**src/rtl/cp0_exc_ctrl_pkg.sv**
```systemverilog
// cp0_defs: shared CP0 register numbers, excepttype/ExcCode values and field positions.
//   Imported by cp0_timer and cp0_exc_ctrl; no ports.
package cp0_defs;
    typedef enum logic [4:0] {
        REG_BADVADDR = 5'd8,
        REG_COUNT    = 5'd9,
        REG_COMPARE  = 5'd11,
        REG_STATUS   = 5'd12,
        REG_CAUSE    = 5'd13,
        REG_EPC      = 5'd14
    } cp0_reg_e;
    localparam logic [31:0] EXC_NONE = 32'h0;
    localparam logic [31:0] EXC_INT  = 32'h1;
    localparam logic [31:0] EXC_ADEL = 32'h4;
    localparam logic [31:0] EXC_ADES = 32'h5;
    localparam logic [31:0] EXC_SYS  = 32'h8;
    localparam logic [31:0] EXC_BP   = 32'h9;
    localparam logic [31:0] EXC_RI   = 32'ha;
    localparam logic [31:0] EXC_OV   = 32'hc;
    localparam logic [31:0] EXC_ERET = 32'he;
    localparam int ST_IE      = 0;
    localparam int ST_EXL     = 1;
    localparam int CA_EXC_LO  = 2;
    localparam int CA_EXC_HI  = 6;
    localparam int CA_IPSW_LO = 8;
    localparam int CA_IPSW_HI = 9;
    localparam int CA_IPHW_LO = 10;
    localparam int CA_IPHW_HI = 15;
    localparam int CA_BD      = 31;
    // Status bits software may change: IM[15:8], EXL, IE
    localparam logic [31:0] STATUS_WMASK = 32'h0000_FF03;
    // Interrupts report ExcCode 0; every other type is its own code
    function automatic logic [4:0] exc_code(input logic [31:0] t);
        return (t == EXC_INT) ? 5'd0 : t[4:0];
    endfunction
endpackage

```
**src/rtl/cp0_exc_ctrl_timer.sv**
```systemverilog
// cp0_timer: Count/Compare pair with clock divider and sticky timer interrupt.
//   i_count_we/i_compare_we : MTC0 write strobes, data on i_wdata
//   o_count/o_compare       : current register values
//   o_timer_int             : interrupt flag value for this cycle (set by match, cleared by Compare write)
module cp0_timer
    import cp0_defs::*;
#(
    parameter int COUNT_DIV = 2
) (
    input  logic        clk,
    input  logic        rst,
    input  logic        i_count_we,
    input  logic        i_compare_we,
    input  logic [31:0] i_wdata,
    output logic [31:0] o_count,
    output logic [31:0] o_compare,
    output logic        o_timer_int
);
    localparam logic P_LAST = 1'(COUNT_DIV - 1);
    logic        r_phase, r_timer_int, w_tick, w_hit;
    logic [31:0] r_count, r_compare;
    assign w_tick      = r_phase == P_LAST;
    assign w_hit       = (r_count == r_compare) && (r_compare != '0);
    // A Compare write clears the flag even if a match happens in the same cycle
    assign o_timer_int = !i_compare_we && (r_timer_int || w_hit);
    assign o_count     = r_count;
    assign o_compare   = r_compare;
    always_ff @(posedge clk or posedge rst) begin
        if (rst) begin
            r_phase     <= 1'b0;
            r_count     <= '0;
            r_compare   <= '0;
            r_timer_int <= 1'b0;
        end else begin
            r_phase     <= (i_count_we || w_tick) ? 1'b0 : ~r_phase;
            r_count     <= i_count_we ? i_wdata : r_count + 32'(w_tick);
            r_compare   <= i_compare_we ? i_wdata : r_compare;
            r_timer_int <= o_timer_int;
        end
    end
endmodule

```
**src/rtl/cp0_exc_ctrl.sv**
```systemverilog
// cp0_exc_ctrl: CP0 register bank and exception/ERET sequencer.
//   excepttype_i/bad_addr_i/pc_i/in_dslot_i : M-stage exception result to commit
//   we_i/waddr_i/wdata_i                    : MTC0 write port
//   raddr_i -> rdata_o                      : MFC0 read port (combinational)
//   hw_int_i                                : external interrupts into Cause.IP[14:10]
//   status_o/cause_o/epc_o                  : register views for the decoder
//   flush_o/newpc_o                         : same-cycle flush and redirect target
module cp0_exc_ctrl
    import cp0_defs::*;
#(
    parameter logic [31:0] EXC_VECTOR = 32'hBFC0_0380,
    parameter logic [31:0] STATUS_RST = 32'h0040_0000,
    parameter int          COUNT_DIV  = 2
) (
    input  logic        clk,
    input  logic        rst,
    input  logic [31:0] excepttype_i,
    input  logic [31:0] bad_addr_i,
    input  logic [31:0] pc_i,
    input  logic        in_dslot_i,
    input  logic        we_i,
    input  logic [4:0]  waddr_i,
    input  logic [31:0] wdata_i,
    input  logic [4:0]  raddr_i,
    output logic [31:0] rdata_o,
    input  logic [4:0]  hw_int_i,
    output logic [31:0] status_o,
    output logic [31:0] cause_o,
    output logic [31:0] epc_o,
    output logic        flush_o,
    output logic [31:0] newpc_o
);
    logic [31:0] r_status, r_cause, r_epc, r_badvaddr, w_count, w_compare;
    logic        w_eret, w_exc, w_wen, w_timer_int;
    assign w_eret   = excepttype_i == EXC_ERET;
    assign w_exc    = (excepttype_i != EXC_NONE) && !w_eret;
    // Any flushing instruction (exception or ERET) drops a concurrent MTC0
    assign w_wen    = we_i && (excepttype_i == EXC_NONE);
    assign flush_o  = excepttype_i != EXC_NONE;
    assign newpc_o  = w_eret ? r_epc : EXC_VECTOR;
    assign status_o = r_status;
    assign cause_o  = r_cause;
    assign epc_o    = r_epc;
    cp0_timer #(.COUNT_DIV(COUNT_DIV)) u_timer (
        .clk          (clk),
        .rst          (rst),
        .i_count_we   (w_wen && (waddr_i == REG_COUNT)),
        .i_compare_we (w_wen && (waddr_i == REG_COMPARE)),
        .i_wdata      (wdata_i),
        .o_count      (w_count),
        .o_compare    (w_compare),
        .o_timer_int  (w_timer_int)
    );
    always_ff @(posedge clk or posedge rst) begin
        if (rst) begin
            r_status   <= STATUS_RST;
            r_cause    <= '0;
            r_epc      <= '0;
            r_badvaddr <= '0;
        end else begin
            r_cause[CA_IPHW_HI:CA_IPHW_LO] <= {w_timer_int, hw_int_i};
            if (w_exc) begin
                r_epc                        <= in_dslot_i ? pc_i - 32'd4 : pc_i;
                r_cause[CA_BD]               <= in_dslot_i;
                r_cause[CA_EXC_HI:CA_EXC_LO] <= exc_code(excepttype_i);
                r_status[ST_EXL]             <= 1'b1;
                if (excepttype_i == EXC_ADEL || excepttype_i == EXC_ADES)
                    r_badvaddr <= bad_addr_i;
            end else if (w_eret) begin
                r_status[ST_EXL] <= 1'b0;
            end else if (w_wen) begin
                if (waddr_i == REG_STATUS)
                    r_status <= (r_status & ~STATUS_WMASK) | (wdata_i & STATUS_WMASK);
                if (waddr_i == REG_CAUSE)
                    r_cause[CA_IPSW_HI:CA_IPSW_LO] <= wdata_i[CA_IPSW_HI:CA_IPSW_LO];
                if (waddr_i == REG_EPC)
                    r_epc <= wdata_i;
            end
        end
    end
    always_comb begin
        rdata_o = '0;
        case (raddr_i)
            REG_BADVADDR: rdata_o = r_badvaddr;
            REG_COUNT:    rdata_o = w_count;
            REG_COMPARE:  rdata_o = w_compare;
            REG_STATUS:   rdata_o = r_status;
            REG_CAUSE:    rdata_o = r_cause;
            REG_EPC:      rdata_o = r_epc;
            default:      rdata_o = '0;
        endcase
    end
endmodule

```
**config.mk**
```make
export PLATFORM = sky130hd
export DESIGN_NAME = cp0_exc_ctrl
export DESIGN_NICKNAME = d
export VERILOG_FILES = /design/src/rtl/cp0_exc_ctrl_pkg.sv /design/src/rtl/cp0_exc_ctrl_timer.sv /design/src/rtl/cp0_exc_ctrl.sv
export SDC_FILE = /design/constraint.sdc
export NUM_CORES = 1
export LEC_CHECK = 0
export BUFFER_PORTS_ARGS = -buffer_cell sky130_fd_sc_hd__buf_4
export CORE_AREA = 2 2 141 143
export CTS_BUF_LIST = sky130_fd_sc_hd__clkbuf_16
export CTS_CLUSTER_SIZE = 8
export DETAILED_ROUTE_END_ITERATION = 6
export DIE_AREA = 0 0 143 145
export PLACE_DENSITY = 0.77
export SLEW_MARGIN = 5
export SYNTH_ARGS = -nofsm -noshare
export SYNTH_HDL_FRONTEND = slang
export SYNTH_SLANG_ARGS = --single-unit
```
**constraint.sdc**
```tcl
create_clock -name clk -period 9.6 [get_ports clk]
set_clock_uncertainty 0.05 [all_clocks]
set_input_delay 1.92 -clock clk [delete_from_list [all_inputs] [get_ports clk]]
set_output_delay 1.92 -clock clk [all_outputs]
set_load 0.01 [all_outputs]
```
==> reports/summary.txt, run 1 <==
Outcome - finished, final reports clean
Total track usage - 0.3097
Area of the mapped netlist - 9226 sq um
Leak - 5.546 nW
Root Driver - clkbuf_16
Most frequent cells in the layout - buf_4 (282), dfrtp_1 (153), a22oi_1 (85)
Yosys reg bits - 153
Final setup viols - 0
Nets@finish - 1311
Antenna diodes - 0
Antenna Nets Post-Route - 0
Largest net degree at the start of global routing - 99
Clock insertion delay at the later pin of the skew report - 0.43 ns
Post-synthesis sequential area ratio - 0.4150
Clk buf depth - 2
Commonest non-fill, non-tap cell in the layout - buf_4
Per-cell routed wire length - 22.26 um
GR Overflow Total - 0
Most used cell, CP - buf_4
Vias - 8604
Core area - 19210 sq um
Initial antenna violation count - 0
FFs w/ async S/R, synth - 1.000
Initial Utilization - 0.4804
FP Rows - 51
Reg clk slew, reported paths - 0.06 ns
Critical Path RT - 7.63 ns
Clock H-tree levels - 4
Mapped Cells - 927
Die Height - 145 um
Max Fanout on Critical Path - 17
DRT iter0 DRCs - 943
Post-CTS Setup Inserts - 0
Maxcap violations - 0
Layout area overhead - 28.06%
Post-synth EDFFs - 0
Die width - 143 um
Worst min path class - reg -> reg
Worst-margin pin slew - 1.244 ns
Kind of critical path - in -> out
Crit. End Element - primary output
Synth warn - 18
CTS tree - yes
Vias per cell - 5.983
Synth unique cells - 58
CP startpoint kind - input port
Post-Place Cells - 1407
Min setup slack post-route - 3.232 ns
I/O pins - 308
Max Fclk - 157.0 MHz
Min Clock Period, post-route - 6.368 ns
Place WS - 3.288 ns
Pins Over Slew Limit - 0
Hold Buf Count CTS - 0
Cts bufs inserted - 17
DRC viols - 0
Worst IR drop on VDD - 114.6 uV
Unrepaired setup endpoints after global routing - no
PortBufs - 267
Cell Chain, Critical Path - buf_4, or3b_2, nor3_2, buf_4, a22oi_1, nand2_1, buf_4
Number of global-route vias before repair - 8313
Tcrit/Tclk final - 0.6634
Avg Cell Area, Syn - 9.953 sq um
Clk sinks - 153
Synth Flop Type - dfrtp_1
Total Routed Length - 32.01 mm
First-pass GRT wire length - 48.87 mm
Setup TNS - 0 ns
Worst path slowest cell - nor3_2
PD cells - 126.0 nW/um^2
Post_cts resized - 0
Die ar. - 20740 sq um
Arrival time worst endpoint - 4.40 ns
Ratio of cells with drive above 1 in the final layout - 0.3453
Worst slew margin - 0.1659
Post-detail-place hpwl - 23.85 mm
Worst path max stage delay - 0.96 ns
GP Congestion - 0.9669
Final-report hold violation count - 0
Fin cells - 1438
Drt pass-1 iters - 6
==> Yosys cell counts (all sizes together), types with 4 or more instances <==
cell    count  area share
a31oi      17       0.012
xor2       30       0.028
nor3       18      0.0098
nor2       52       0.021
inv        11      0.0045
nor4       29       0.020
nand3      31       0.017
o21ai      23       0.012
buf        56       0.047
xnor2      57       0.054
a222oi      9      0.0098
a22oi      85       0.069
nand2      53       0.022
nand4      26       0.018
dfrtp     153        0.41
mux2       81        0.11
clkbuf     49       0.020
and3        4      0.0027
o22ai      12      0.0081
a21oi      34       0.018
or4        11       0.010
or3         5      0.0034
nand2b     10      0.0068
and2       24       0.016
==> logic make-up after synthesis <==
group	Yosys count	synth area share
compound gates	201	0.1488
xor+xnor	87	0.08259
mux	81	0.1111
simple gates	284	0.1659
other cells	2	0.0008140
buf+inv	116	0.07188
flops	153	0.4150
fa+ha+maj	3	0.004069
==> cell type report <==
type | count | area (sq um)
well taps | 265 | 331.6
clock inverters | 14 | 142.6
clock buffers | 17 | 425.4
repair buffers | 282 | 2117
multi-input cells | 696 | 4923
flip-flops and latches | 153 | 3829
inverters | 11 | 46.29
fillers | 1639 | 7392
==> routing by layer <==
metal | global-route usage | wire, um | vias to the layer above
li1 | - | - | 3807
met1 | 0.4151 | 12910 | 4212
met2 | 0.4916 | 15330 | 519
met3 | 0.06667 | 2874 | 66
met4 | 0.1158 | 891 | 0
met5 | 0 | 0 | -
==> path summary, 6_finish.rpt <==
check / from / slack (ns) / cells after the start / end
hold reg to reg: u_timer.r_phase$_DFF_PP0_ / 0.41 / 1 / u_timer.r_phase$_DFF_PP0_
hold / removal: u_timer.r_phase$_DFF_PP0_ / 0.41 / 1 / u_timer.r_phase$_DFF_PP0_
setup / recovery: raddr_i[2] / 3.23 / 7 / rdata_o[0]
setup reg to reg: u_timer.o_count[0]$_DFF_PP0_ / 6.84 / 7 / u_timer.o_count[28]$_DFF_PP0_
min in group asynchronous: rst / 1.64 / 2 / cause_o[10]$_DFF_PP0_
max in group asynchronous: rst / 6.59 / 3 / epc_o[21]$_DFFE_PP0P_
==> per-stage QoR <==
stage	cell area [sq um]	hold WS (ns)	util	power [mW]
floorplan	9369	0.3599	-	0.7380
global placement	11250	0.3723	0.5856	0.8272
detailed placement	11250	0.4010	0.5856	0.8291
CTS	11820	0.4085	0.6151	1.489
global route	11820	0.4303	0.6151	1.527
finish	11820	0.4082	0.6151	1.489
==> registers in the layout (all words and copies together), names as in the netlist <==
name and flops:
epc_o 32, r_badvaddr 32, u_timer.o_compare 32, u_timer.o_count 32, cause_o 14, status_o 10, u_timer.r_phase 1
==> worst max-delay path, delay by kind of cell <==
| kind | cells | cell delay (ns) |
|---|---|---|
| AND/OR/NAND/NOR | 3 | 1.67 |
| AO/OA/AOI/OAI | 1 | 0.13 |
| buffers and inverters | 3 | 0.66 |
==> power by group <==
| group | internal [mW] | total (mW) | switching [mW] |
|---|---|---|---|
| Combinational | 0.0701 | 0.146 | 0.0760 |
| Clock | 0.400 | 0.669 | 0.269 |
| Sequential | 0.655 | 0.673 | 0.0182 |
Power figures use the tool's default switching activity.
==> inputs of run 2 (changes only) <==
==> constraint.sdc (replaced) <==
create_clock -name clk -period 6.3 [get_ports clk]
set_clock_uncertainty 0.05 [all_clocks]
set_input_delay 1.26 -clock clk [delete_from_list [all_inputs] [get_ports clk]]
set_output_delay 1.26 -clock clk [all_outputs]
set_load 0.01 [all_outputs]
==> reports/summary.txt, run 2 (synthesis results as in run 1) <==
Initial Utilization - 0.4804
Die ar. - 20740 sq um
Unrepaired setup endpoints after global routing - no
Clock H-tree levels - 4
Cts bufs inserted - 17
Number of global-route vias before repair - 8376
Die Height - 145 um
Min Clock Period, post-route - 4.723 ns
Nets@finish - 1312
Total Routed Length - 32.26 mm
Leak - 5.555 nW
Antenna Nets Post-Route - 0
Crit. End Element - primary output
PortBufs - 267
Clk sinks - 153
CP startpoint kind - input port
Total track usage - 0.3094
Outcome - finished, final reports clean
Root Driver - clkbuf_16
PD cells - 193.9 nW/um^2
GP Congestion - 0.8954
Hold Buf Count CTS - 0
Design Power - 2.295 mW
Layout area overhead - 28.28%
DRC viols - 0
Commonest non-fill, non-tap cell in the layout - buf_4
Final setup viols - 0
Largest net degree at the start of global routing - 114
Post-Place Cells - 1408
Vias - 8680
Clock insertion delay at the later pin of the skew report - 0.43 ns
Pins Over Slew Limit - 0
Layer with the highest usage - met2
Post-detail-place hpwl - 23.92 mm
Worst IR drop on VDD - 134.1 uV
Max Fclk - 211.8 MHz
DRT iter0 DRCs - 1036
GR Overflow Total - 0
Worst-margin pin slew - 1.204 ns
Antenna diodes - 0
Post_cts resized - 0
I/O pins - 308
Reg clk slew, reported paths - 0.06 ns
CTS tree - yes
Fin cells - 1439
Per-cell routed wire length - 22.42 um
Ratio of cells with drive above 1 in the final layout - 0.3467
Setup TNS - 0 ns
Drt pass-1 iters - 7
Final-layout fill cell count - 1633
GR met1 Demand/Resource - 0.4176
Clk buf depth - 2
Maxcap violations - 0
Kind of critical path - in -> out
FP Rows - 51
Max Fanout on Critical Path - 46
Worst slew margin - 0.1968
Grt met2 use - 0.4923
Core area - 19210 sq um
Arrival time worst endpoint - 3.41 ns
Vias per cell - 6.032
Tcrit/Tclk final - 0.7496
Met3 Resource Use GR - 0.06271
Critical Path RT - 4.99 ns
Post-CTS Setup Inserts - 0
Die width - 143 um
Initial antenna violation count - 0
Most frequent cells in the layout - buf_4 (283), dfrtp_1 (153), a22oi_1 (85)
Final-report hold violation count - 0
Worst min path class - reg -> reg
First-pass GRT wire length - 48.81 mm
[run 2: final timing paths]
| kind | start | end | slack, ns | cells past startpoint |
|---|---|---|---|---|
| min reg2reg | u_timer.r_phase$_DFF_PP0_ | u_timer.r_phase$_DFF_PP0_ | 0.41 | 1 |
| min | u_timer.r_phase$_DFF_PP0_ | u_timer.r_phase$_DFF_PP0_ | 0.41 | 1 |
| max reg2reg | u_timer.o_count[0]$_DFF_PP0_ | u_timer.o_count[28]$_DFF_PP0_ | 3.51 | 7 |
| max in group asynchronous | rst | u_timer.o_compare[3]$_DFFE_PP0P_ | 3.99 | 3 |
| max | excepttype_i[4] | newpc_o[1] | 1.58 | 7 |
| min in group asynchronous | rst | cause_o[10]$_DFF_PP0_ | 0.99 | 2 |
[run 2: per-stage QoR]
stage	worst slack, ns	utilization	hold WS, ns	instance area [sq um]
4_1_cts	1.571	0.6162	0.4004	11840
6_report	1.577	0.6162	0.4059	11840
2_1_floorplan	0.8686	-	0.3599	9369
3_5_place_dp	1.577	0.5854	0.3925	11240
5_1_grt	1.440	0.6162	0.4008	11840
3_3_place_gp	1.633	0.5854	0.3777	11240
[run 2: cell type report]
class                   instances  area [sq um]  share of cell area
clock buffers                  17         425.4             0.03594
clock inverters                14         165.2             0.01395
inverters                      11         46.29            0.003912
multi-input cells             696          4913              0.4152
flip-flops and latches        153          3829              0.3235
well taps                     265         331.6             0.02802
repair buffers                283          2125              0.1795
[run 2: critical path, stage by stage]
cell	delay, ns
buf_4	0.11
or4_4	0.57
or4_4	0.52
nor3_2	0.20
buf_4	0.42
and2_1	0.19
buf_4	0.12
[run 2: report_power, final]
| group | internal [mW] | switching (mW) | leakage, nW | total (mW) |
|---|---|---|---|---|
| clock | 0.649 | 0.397 | 0.300 | 1.05 |
| combinational | 0.107 | 0.117 | 3.25 | 0.224 |
| sequential | 0.998 | 0.0265 | 2.01 | 1.02 |
[run 2: layer usage]
metal / up-vias / routed length, um
met2: 521 / 15210
met1: 4254 / 12920
li1: 3810 / -
met3: 95 / 2922
met4: 0 / 1213
met5: - / 0
==> inputs of run 3 (changes only) <==
==> constraint.sdc (replaced) <==
create_clock -name clk -period 4.9 [get_ports clk]
set_clock_uncertainty 0.05 [all_clocks]
set_input_delay 0.98 -clock clk [delete_from_list [all_inputs] [get_ports clk]]
set_output_delay 0.98 -clock clk [all_outputs]
set_load 0.01 [all_outputs]
==> reports/summary.txt, run 3 (synthesis results as in run 1) <==
I/O pins - 308
Finished Cell Area - 11810 sq um
Initial Utilization - 0.4804
Kind of critical path - in -> out
Antenna diodes - 0
GP Congestion - 0.9037
Worst slew margin - 0.2721
Post-detail-place hpwl - 23.98 mm
Min Clock Period, post-route - 4.083 ns
Commonest non-fill, non-tap cell in the layout - buf_4
Worst-margin pin slew - 1.090 ns
Root Driver - clkbuf_16
Final setup viols - 0
Post-CTS Setup Inserts - 0
Pins Over Slew Limit - 0
Die width - 143 um
CTS tree - yes
Die Height - 145 um
Drt pass-1 iters - 5
Worst min path class - reg -> reg
Cts bufs inserted - 17
Hold Buf Count CTS - 0
FP Rows - 51
Clock insertion delay at the later pin of the skew report - 0.43 ns
Unrepaired setup endpoints after global routing - no
Maxcap violations - 0
Layout area overhead - 28.02%
Initial antenna violation count - 1
Clock H-tree levels - 4
Nets@finish - 1317
Vias per cell - 6.027
Per-cell routed wire length - 22.51 um
Post-Place Cells - 1413
Critical Path RT - 3.87 ns
First-pass GRT wire length - 48.76 mm
Logic pwr share - 0.104
PD cells - 238.0 nW/um^2
Switch Pwr - 710.8 uW
Worst IR drop on VDD - 173.6 uV
Leak - 5.543 nW
CP startpoint kind - input port
DRC viols - 0
GR Overflow Total - 0
Util after Layout - 0.6149
Min setup slack post-route - 0.8166 ns
Total Routed Length - 32.50 mm
Core area - 19210 sq um
Vias - 8703
Max Fanout on Critical Path - 41
Final-report hold violation count - 0
Crit. End Element - primary output
Reg clk slew, reported paths - 0.06 ns
Clk network pwr share - 0.428
Number of global-route vias before repair - 8270
Setup TNS - 0 ns
Max Fclk - 244.9 MHz
Cell internal pwr - 2.100 mW
Outcome - finished, final reports clean
Fin cells - 1444
DRT iter0 DRCs - 973
Share of total power in sequential cells - 0.469
Largest net degree at the start of global routing - 108
Total track usage - 0.3093
PortBufs - 267
Post_cts resized - 0
Antenna Nets Post-Route - 0
Die ar. - 20740 sq um
DP Area - 11290 sq um
Place WS - 0.8364 ns
Clk sinks - 153
Tcrit/Tclk final - 0.8333
Clk buf depth - 2
Arrival time worst endpoint - 3.05 ns
Ratio of cells with drive above 1 in the final layout - 0.3503
Final-layout fill cell count - 1641
Switching Fraction - 0.2528
Most frequent cells in the layout - buf_4 (287), dfrtp_1 (153), a22oi_1 (85)
==> run 3: cell types whose count changed in the layout (fill, tap and decap cells not counted), moves of 3 or more <==
cell,previous run,this run
buf_4,283,287
clkinvlp_4,0,3
bufinv_16,4,1
clkinv_2,2,5
==> run 3: path summary, 6_finish.rpt <==
kind / from / endpoint / slack (ns) / cells after the start
worst max-delay path: excepttype_i[4] / newpc_o[12] / 0.82 / 7
worst min-delay path: u_timer.r_phase$_DFF_PP0_ / u_timer.r_phase$_DFF_PP0_ / 0.41 / 1
worst max register to register: u_timer.o_count[0]$_DFF_PP0_ / u_timer.o_count[28]$_DFF_PP0_ / 2.17 / 7
worst min register to register: u_timer.r_phase$_DFF_PP0_ / u_timer.r_phase$_DFF_PP0_ / 0.41 / 1
max in group asynchronous: rst / r_badvaddr[28]$_DFFE_PP0P_ / 2.94 / 3
min in group asynchronous: rst / cause_o[10]$_DFF_PP0_ / 0.76 / 2
==> run 3: worst max-delay path, cell delays in order <==
cell    delay, ns
buf_4        0.11
or4_4        0.58
or4_4        0.53
nor3_2       0.16
buf_4        0.39
and2_1       0.19
buf_4        0.12
==> run 3: per-stage QoR <==
step | total power [mW] | hold WS, ns
finish | 2.811 | 0.4076
global placement | 1.625 | 0.3743
global route | 2.887 | 0.4172
floorplan | 1.446 | 0.3599
CTS | 2.815 | 0.4026
detailed placement | 1.628 | 0.3946
==> run 3: routing by layer <==
| metal | global-route usage | routed length, um | part of all wire |
|---|---|---|---|
| met1 | 0.4248 | 13180 | 0.41 |
| met2 | 0.4842 | 15390 | 0.47 |
| met3 | 0.06370 | 2988 | 0.092 |
| met4 | 0.1084 | 926 | 0.028 |
| met5 | 0 | 11 | 0.00034 |
==> run 3: final cells by class <==
class | count | area, sq um | share of cell area
tap | 265 | 331.6 | 0.02807
sequential | 153 | 3829 | 0.3242
inverter | 11 | 45.04 | 0.003814
clock inverter | 14 | 92.59 | 0.007839
clock buffer | 17 | 425.4 | 0.03602
timing repair buffer | 288 | 2175 | 0.1841
multi-input combinational | 696 | 4913 | 0.4160
==> run 3: power by group through the flow <==
stage	Combinational, mW	Clock [mW]	Sequential (mW)
floorplan	0.116	0	1.33
global placement	0.286	0	1.34
detailed placement	0.289	0	1.34
CTS	0.290	1.21	1.32
global route	0.313	1.26	1.32
finish	0.291	1.20	1.32
